## src/rtl/fe_fetch_redirect_if.sv

```systemverilog
// Fetch-side bundle: AGEX redirect, decode stall, instruction memory port and FE latch.
// master is the fetch block; slave is the surrounding pipeline/memory.
interface fe_fetch_redirect_if #(
   parameter int unsigned DBITS    = 32,
   parameter int unsigned INSTBITS = 32
);
   localparam int unsigned LatchBits = 1 + INSTBITS + 3 * DBITS + 4;

   logic [DBITS:0]          from_AGEX_to_FE;
   logic                    from_DE_to_FE;
   logic [DBITS-1:0]        imem_addr;
   logic [INSTBITS-1:0]     imem_rdata;
   logic [LatchBits-1:0]    FE_latch_out;
   logic [DBITS-1:0]        redirect_count;

   modport master (
      input  from_AGEX_to_FE,
      input  from_DE_to_FE,
      input  imem_rdata,
      output imem_addr,
      output FE_latch_out,
      output redirect_count
   );

   modport slave (
      output from_AGEX_to_FE,
      output from_DE_to_FE,
      output imem_rdata,
      input  imem_addr,
      input  FE_latch_out,
      input  redirect_count
   );
endinterface

```

## src/rtl/fe_fetch_redirect.sv

```systemverilog
// Fetch stage: owns PC_FE, fills the FE latch, and restarts at the AGEX target on redirect.
// Priority each cycle: reset > redirect > decode stall > sequential fetch.
module fe_fetch_redirect #(
   parameter int unsigned DBITS    = 32,
   parameter int unsigned INSTBITS = 32,
   parameter logic [DBITS-1:0] STARTPC = 32'h0000_0000,
   parameter logic [3:0]       CANARY  = 4'hF
) (
   input logic clk,
   input logic reset,
   fe_fetch_redirect_if.master bus
);
   localparam int unsigned LatchBits = 1 + INSTBITS + 3 * DBITS + 4;

   logic                 br_cond;
   logic [DBITS-1:0]     br_target;
   logic                 stall;
   logic [DBITS-1:0]     pcplus;

   logic [DBITS-1:0]     pc_q, pc_d;
   logic [DBITS-1:0]     inst_count_q, inst_count_d;
   logic [DBITS-1:0]     redirect_count_q, redirect_count_d;
   logic [LatchBits-1:0] latch_q, latch_d;

   assign br_cond   = bus.from_AGEX_to_FE[DBITS];
   assign br_target = bus.from_AGEX_to_FE[DBITS-1:0];
   assign stall     = bus.from_DE_to_FE;
   assign pcplus    = pc_q + DBITS'(4);

   always_comb begin
      pc_d             = pc_q;
      inst_count_d     = inst_count_q;
      redirect_count_d = redirect_count_q;
      latch_d          = latch_q;
      if (br_cond) begin
         // Redirect wins over stall: the stalled instruction is itself wrong-path.
         pc_d    = br_target & ~DBITS'(3);
         latch_d = {{(LatchBits - 4){1'b0}}, CANARY};
         if (redirect_count_q != {DBITS{1'b1}}) begin
            redirect_count_d = redirect_count_q + DBITS'(1);
         end
      end else if (!stall) begin
         pc_d         = pcplus;
         inst_count_d = inst_count_q + DBITS'(1);
         latch_d      = {1'b1, bus.imem_rdata, pc_q, pcplus, inst_count_d, CANARY};
      end
   end

   always_ff @(posedge clk) begin
      if (reset) begin
         pc_q             <= STARTPC;
         inst_count_q     <= '0;
         redirect_count_q <= '0;
         latch_q          <= {{(LatchBits - 4){1'b0}}, CANARY};
      end else begin
         pc_q             <= pc_d;
         inst_count_q     <= inst_count_d;
         redirect_count_q <= redirect_count_d;
         latch_q          <= latch_d;
      end
   end

   assign bus.imem_addr      = pc_q;
   assign bus.FE_latch_out   = latch_q;
   assign bus.redirect_count = redirect_count_q;
endmodule

```

## src/flat_wrapper.sv

```systemverilog
// flat-port wrapper written by rule: the top's interface ports become plain ports
module fe_fetch_redirect_flat 
#(
   parameter int unsigned DBITS    = 32,
   parameter int unsigned INSTBITS = 32,
   parameter logic [DBITS-1:0] STARTPC = 32'h0000_0000,
   parameter logic [3:0]       CANARY  = 4'hF
)
  (clk, reset, bus_from_AGEX_to_FE, bus_from_DE_to_FE, bus_imem_rdata, bus_imem_addr, bus_FE_latch_out, bus_redirect_count);
  fe_fetch_redirect_if #(.DBITS(DBITS), .INSTBITS(INSTBITS)) bus_i ();
  input logic clk;
  input logic reset;
  input wire logic [$bits(bus_i.from_AGEX_to_FE)-1:0] bus_from_AGEX_to_FE;
  input wire logic [$bits(bus_i.from_DE_to_FE)-1:0] bus_from_DE_to_FE;
  input wire logic [$bits(bus_i.imem_rdata)-1:0] bus_imem_rdata;
  output wire logic [$bits(bus_i.imem_addr)-1:0] bus_imem_addr;
  output wire logic [$bits(bus_i.FE_latch_out)-1:0] bus_FE_latch_out;
  output wire logic [$bits(bus_i.redirect_count)-1:0] bus_redirect_count;
  assign bus_i.from_AGEX_to_FE = bus_from_AGEX_to_FE;
  assign bus_i.from_DE_to_FE = bus_from_DE_to_FE;
  assign bus_i.imem_rdata = bus_imem_rdata;
  assign bus_imem_addr = bus_i.imem_addr;
  assign bus_FE_latch_out = bus_i.FE_latch_out;
  assign bus_redirect_count = bus_i.redirect_count;
  fe_fetch_redirect #(.DBITS(DBITS), .INSTBITS(INSTBITS), .STARTPC(STARTPC), .CANARY(CANARY)) u_core (.clk(clk), .reset(reset), .bus(bus_i));
endmodule
```

## config.mk

```make
export PLATFORM = sky130hd
export DESIGN_NAME = fe_fetch_redirect_flat
export DESIGN_NICKNAME = d
export VERILOG_FILES = /design/src/rtl/fe_fetch_redirect_if.sv /design/src/rtl/fe_fetch_redirect.sv /design/src/flat_wrapper.sv
export SDC_FILE = /design/constraint.sdc
export NUM_CORES = 1
export LEC_CHECK = 0
export BUFFER_PORTS_ARGS = -buffer_cell sky130_fd_sc_hd__clkbuf_2
export CAP_MARGIN = 20
export CORE_UTILIZATION = 43
export DETAILED_ROUTE_END_ITERATION = 8
export GPL_TIMING_DRIVEN = 0
export PLACE_DENSITY = 0.67
export SETUP_SLACK_MARGIN = 0.05
export SLEW_MARGIN = 10
export SYNTH_ARGS = -nofsm -noshare
export SYNTH_HDL_FRONTEND = slang
export SYNTH_SLANG_ARGS = --single-unit
```

## constraint.sdc

```tcl
create_clock -name clk -period 3.15 [get_ports clk]
set_clock_uncertainty 0.2 [all_clocks]
set_input_delay 0.7875 -clock clk [delete_from_list [all_inputs] [get_ports clk]]
set_output_delay 0.7875 -clock clk [all_outputs]
set_load 0.1 [all_outputs]
```

==> Word-level counts from Yosys, hierarchy flattened <==
Index checks and enable logic that the tools add are counted.
{ "word_totals": {"register_bits": 225, "out_inout_bits": 197, "word_cells": 17} }
{ "classes": {"addsub": 3, "eq_ne": 2, "n_mux": 2, "bitwise_logic": 2, "n_reduce_logical": 3} }
{ "ops": {"columns": ["cell", "count"], "rows": [
  ["32-bit by 1-bit adder with 32-bit output (second input constant)", 2],
  ["32-bit two-way mux", 2],
  ["32-bit by 3-bit adder with 32-bit output (second input constant)", 1],
  ["32-bit != test (second input constant)", 1],
  ["2-bit AND reduction", 2],
  ["2-bit != test (second input constant)", 1],
  ["1-bit inverter", 2],
  ["2-bit OR reduction", 1]
]} }

==> Depth between registers and ports, before layout <==
{ "depth": {"word_depth": 3, "mapped_depth": 9, "depth_no_buf": 6} }

==> Least setup slack after synthesis <==
Ideal clock, no wire load.
{ "synth_path": {"kind": "flip-flop to flip-flop", "from": "register u_core.pc_q[3] (netlist: u_core.bus.imem_addr[3])", "to": "register u_core.latch_q[60] (netlist: u_core.bus.FE_latch_out[60])", "arrival_ns": 2.697, "setup_slack_ns": 0.128, "stages_incl_launch_ff": 8, "path_cell_list": "dfxtp_1 > ha_1 > nand3_1 > nor4_1 > buf_2 > nand2_1 > a221oi_1 > nor2_1"} }
{ "synth_between": {"elab_chain_cells": 1} }
{ "synth_rtl": {"columns": ["element", "line_no", "source"], "rows": [
  ["start, declared", "fe_fetch_redirect.sv:20", "logic [DBITS-1:0] pc_q, pc_d;"],
  ["start signal, assigned", "fe_fetch_redirect.sv:56", "pc_q <= pc_d;"],
  ["32-bit by 3-bit adder with 32-bit output", "fe_fetch_redirect.sv:28", "assign pcplus = pc_q + DBITS'(4);"],
  ["end signal, assigned", "fe_fetch_redirect.sv:54", "latch_q <= {{(LatchBits - 4){1'b0}}, CANARY};"],
  ["end signal, assigned", "fe_fetch_redirect.sv:59", "latch_q <= latch_d;"],
  ["end, declared", "fe_fetch_redirect.sv:23", "logic [LatchBits-1:0] latch_q, latch_d;"]
]} }
No other way between the ends.
A chain may end at the register's enable or synchronous reset.

==> Worst setup path in the final report <==
{ "layout_path": {"from": "register u_core.pc_q[3] (netlist: u_core.bus.imem_addr[3])", "to": "register u_core.pc_q[24] (netlist: u_core.bus.imem_addr[24])"} }
{ "layout_between": {"elab_chain_cells": 3} }
{ "layout_rtl": {"columns": ["element", "line_no", "source"], "rows": [
  ["32-bit by 3-bit adder with 32-bit output", "fe_fetch_redirect.sv:28", null],
  ["32-bit two-way mux", "fe_fetch_redirect.sv:42", "end else if (!stall) begin"],
  ["32-bit two-way mux", "fe_fetch_redirect.sv:35", "if (br_cond) begin"]
]} }
No other way between the ends. The select of a mux whose other input is x is not followed.

==> summary.md <==
| Metric | Value |
|---|---|
| Core footprint | `around 23000 um2` |
| Peak supply drop | `about 0.40 mV` |
| Overall Global Routing Usage | `25.3%` |
| Setup violations, final | `0` |
| Startpoint type of the worst setup path | `flip-flop` |
| Post-Synthesis Cells | `about 1.2k` |
| Psw | `2.09 mW` |
| Synth top area share | `43.7%` |
| Cell variety after synth | `54` |
| Max Root-Sink Buffers | `3` |
| Critical path buffers and inverters | `1` |
| Ys flop type | `dfxtp_1` |
| Antenna diodes | `0` |
| IO Pins | `265` |
| Seq pwr share | `41.8%` |
| Hold Buf Count CTS | `0` |
| Mux share of post-synthesis cell area | `6.64%` |
| Crit end category | `flip-flop` |
| Top post-synthesis cells by count | `219 x dfxtp_1, 168 x nor2_1, 82 x a21oi_1` |
| Reg-to-reg setup timing slack | `about 0.28 ns` |
| EDFF count, synth | `0` |
| Critical Path Fanout Max | `10` |
| Gr busiest metal | `met2` |
| Root buffer cell | `clkbuf_16` |
| Met1 Use GR | `around 33%` |
| Logic pwr share | `15.5%` |
| Most common cell in the netlist | `dfxtp_1` |
| Synth area leader | `dfxtp_1` |
| Drt wl/cell | `17.1 um` |
| Drt initial violations | `528` |
| Seq/Total Area, Yosys | `between 40% and 50%` |
| Initial antenna violation count | `0` |
| Met2 GRT Util | `41.1%` |
| PnR worst setup slack | `around 0.28 ns` |
| Largest stage delay, worst path | `0.71 ns` |
| Clk slew on worst S/H paths | `around 0.060 ns` |
| Routed Antenna Nets | `0` |
| Seq cells post-synth | `219` |
| Rows | `55` |
| CTS Sinks | `219` |
| Fill count | `2167` |
| Dpl cells | `1745` |
| RSZ-0062 raised after global routing | `no` |
| Fin util | `a little under three fifths` |
| PnR Total Power | `6.98 mW` |
| Slew HR | `between 40% and 50%` |
| Vias in the first global route | `~8.9k` |
| Final WL | `30.6 mm` |
| Worst skew pair latency | `0.52 ns` |
| Via/cell ratio | `5.32` |
| Share of cells above drive strength 1 | `23.2%` |
| Cell family with the largest share of critical-path delay | `simple AND/OR/NAND/NOR gates` |
| First-pass GRT wire length | `48.3 mm` |
| Crit path kind | `flip-flop to flip-flop` |
| Slew Limit Fails | `0` |
| Starting Density | `between 40 and 50%` |
| Die area | `23900 um2` |
| Final Hold Vio Count | `0` |
| Fin nets | `1529` |
| Hpwl dp | `between 20 and 25 mm` |
| Pre-CTS setup slack | `-0.0999 ns` |
| Critical path required time | `3.33 ns` |
| Initial DRT Pass Iterations | `5` |
| Clk network pwr share | `between 40% and 50%` |
| Area of the mapped netlist | `about 10000 um2` |
| Die X | `155 um` |
| Largest net degree at the start of global routing | `14` |
| CTS buffer count | `24` |
| Xor/xnor share of the synthesized area | `8.99%` |
| Status | `completed` |
| Post-DP Area | `11700 um2` |
| Via count | `9525` |
| M3 GR Usage | `7.45%` |
| Gpl congestion | `between 0.8 and 0.9` |
| Final Cell Area | `approximately 13000 um2` |
| Simple-Gate Fraction of Synth Area | `23.7%` |
| Total gr overflow | `0` |
| Synth top area cells | `dfxtp_1 44%, nor2_1 6.3%, xnor2_1 6.3%, mux2i_1 6.2%, a21oi_1 4.1%` |
| CTS H-tree lvls | `1` |
| Net Sw Frac | `29.9%` |
| Setup TNS | `0 ns` |
| Internal power | `approximately 4.9 mW` |
| Largest family of logic cells by synthesized area | `simple AND/OR/NAND/NOR gates` |
| Worst Path Arrival | `just over 3 ns` |
| FF+latch area | `4380 um2` |
| Hold Path Class | `flip-flop to flip-flop` |
| Drt drc | `0` |
| Worst path slowest cell | `nor4_2` |
| Power Dens Cells | `around 560 nW/um2` |
| Number of max-cap violations | `0` |
| Area growth, synth to finish | `25.4%` |
| IO buf count | `250` |
| Die Y | `155 um` |
| Synth Area in Adders | `0.374%` |
| P_leak | `5.09 nW` |
| Syn_area_per_cell | `between 8 and 9 um2` |
| Fmax | `0.348 GHz` |
| Worst hold slack | `0.254 ns` |
| Final min period | `2.87 ns` |
| Finished Layout Cells | `1789` |
| Synth Area in Compound Gates | `11.5%` |
| Period utilization | `91.2%` |
| Least-Margin Pin Slew | `0.837 ns` |
| Area of the multi-input gates | `5190 um2` |
| Asr flop ratio synth | `0%` |
| Synth warn | `0` |
| CTS tree | `yes` |
| Cells along the critical path | `ha_1 -> nand4b_1 -> nor4_2 -> buf_4 -> nand2_1 -> a221oi_1 -> nor3_1` |
layout make-up:
cell class | instances | area share (%)
Multi-Input combinational cell | 848 | 41.3
Sequential cell | 219 | 34.9
Timing Repair Buffer | 250 | 9.95
Clock buffer | 39 | 6.19
Buffer | 101 | 3.59
Tap cell | 313 | 3.11
Clock inverter | 5 | 0.617
Inverter | 14 | 0.418
cells in the final DEF, fill, tap and decap left out, types with 28 or more instances in the layout:
| cell | Yosys | final |
|---|---|---|
| nor3_1 | 45 | 45 |
| dfxtp_1 | 219 | 219 |
| o21ai_0 | 62 | 62 |
| nand4_1 | 29 | 29 |
| nand2_1 | 79 | 79 |
| xnor2_1 | 72 | 72 |
| mux2i_1 | 62 | 62 |
| nand3_1 | 28 | 28 |
| nor2_1 | 168 | 168 |
| a21oi_1 | 82 | 82 |
| xor2_1 | 31 | 31 |
| clkbuf_2 | 1 | 251 |
| clkbuf_1 | 60 | 64 |
routing by layer:
layer / vias to the layer above / share of wire, %
met5: - / 0
met4: 0 / 1.9
met3: 41 / 9.7
met2: 387 / 45
met1: 4440 / 43
li1: 4657 / -
power by group through the flow:
stage	Combinational [mW]	Sequential [mW]	Clock (mW)
floorplan	0.331	3.48	0
global placement	1.07	2.98	0
detailed placement	1.08	2.98	0
CTS	1.08	2.92	3.03
global route	1.13	2.93	3.15
finish	1.08	2.92	2.98
sequential cells by signal (all words and copies together), names as in the netlist:
| name | cells |
|---|---|
| u_core.bus.FE_latch_out | 125 |
| u_core.bus.redirect_count | 32 |
| u_core.inst_count_q | 32 |
| u_core.bus.imem_addr | 30 |
kinds of logic after synthesis:
group                      count (synthesis)
and+or+nand+nor                          469
DFF                                      219
AOI/OAI and AO/OA                        197
buffers and inverters                    115
xor gates and xnor gates                 103
muxes                                     66
adders and majority gates                  3
other                                      2
path summary, 6_finish.rpt:
kind,depth (start not counted),to,start
setup / recovery,7,u_core.bus.imem_addr[24]$_SDFFE_PP0P_,u_core.bus.imem_addr[3]$_SDFFE_PP0P_
hold / removal,2,u_core.bus.FE_latch_out[43]$_SDFFE_PP0N_,u_core.bus.FE_latch_out[43]$_SDFFE_PP0N_
setup reg to reg,7,u_core.bus.imem_addr[24]$_SDFFE_PP0P_,u_core.bus.imem_addr[3]$_SDFFE_PP0P_
hold reg to reg,2,u_core.bus.FE_latch_out[43]$_SDFFE_PP0N_,u_core.bus.FE_latch_out[43]$_SDFFE_PP0N_
worst min-delay path, cell delays in order, from the launching register on:
cell	delay, ns
dfxtp_1	0.31
inv_1	0.05
a21oi_1	0.05
what timing repair did:
action	4_1_cts	5_1_grt
setup endpoints to repair	1	1
buffers inserted	0	0
pin swaps	0	0
resized for setup	1	1
Power figures use the tool's default switching activity.
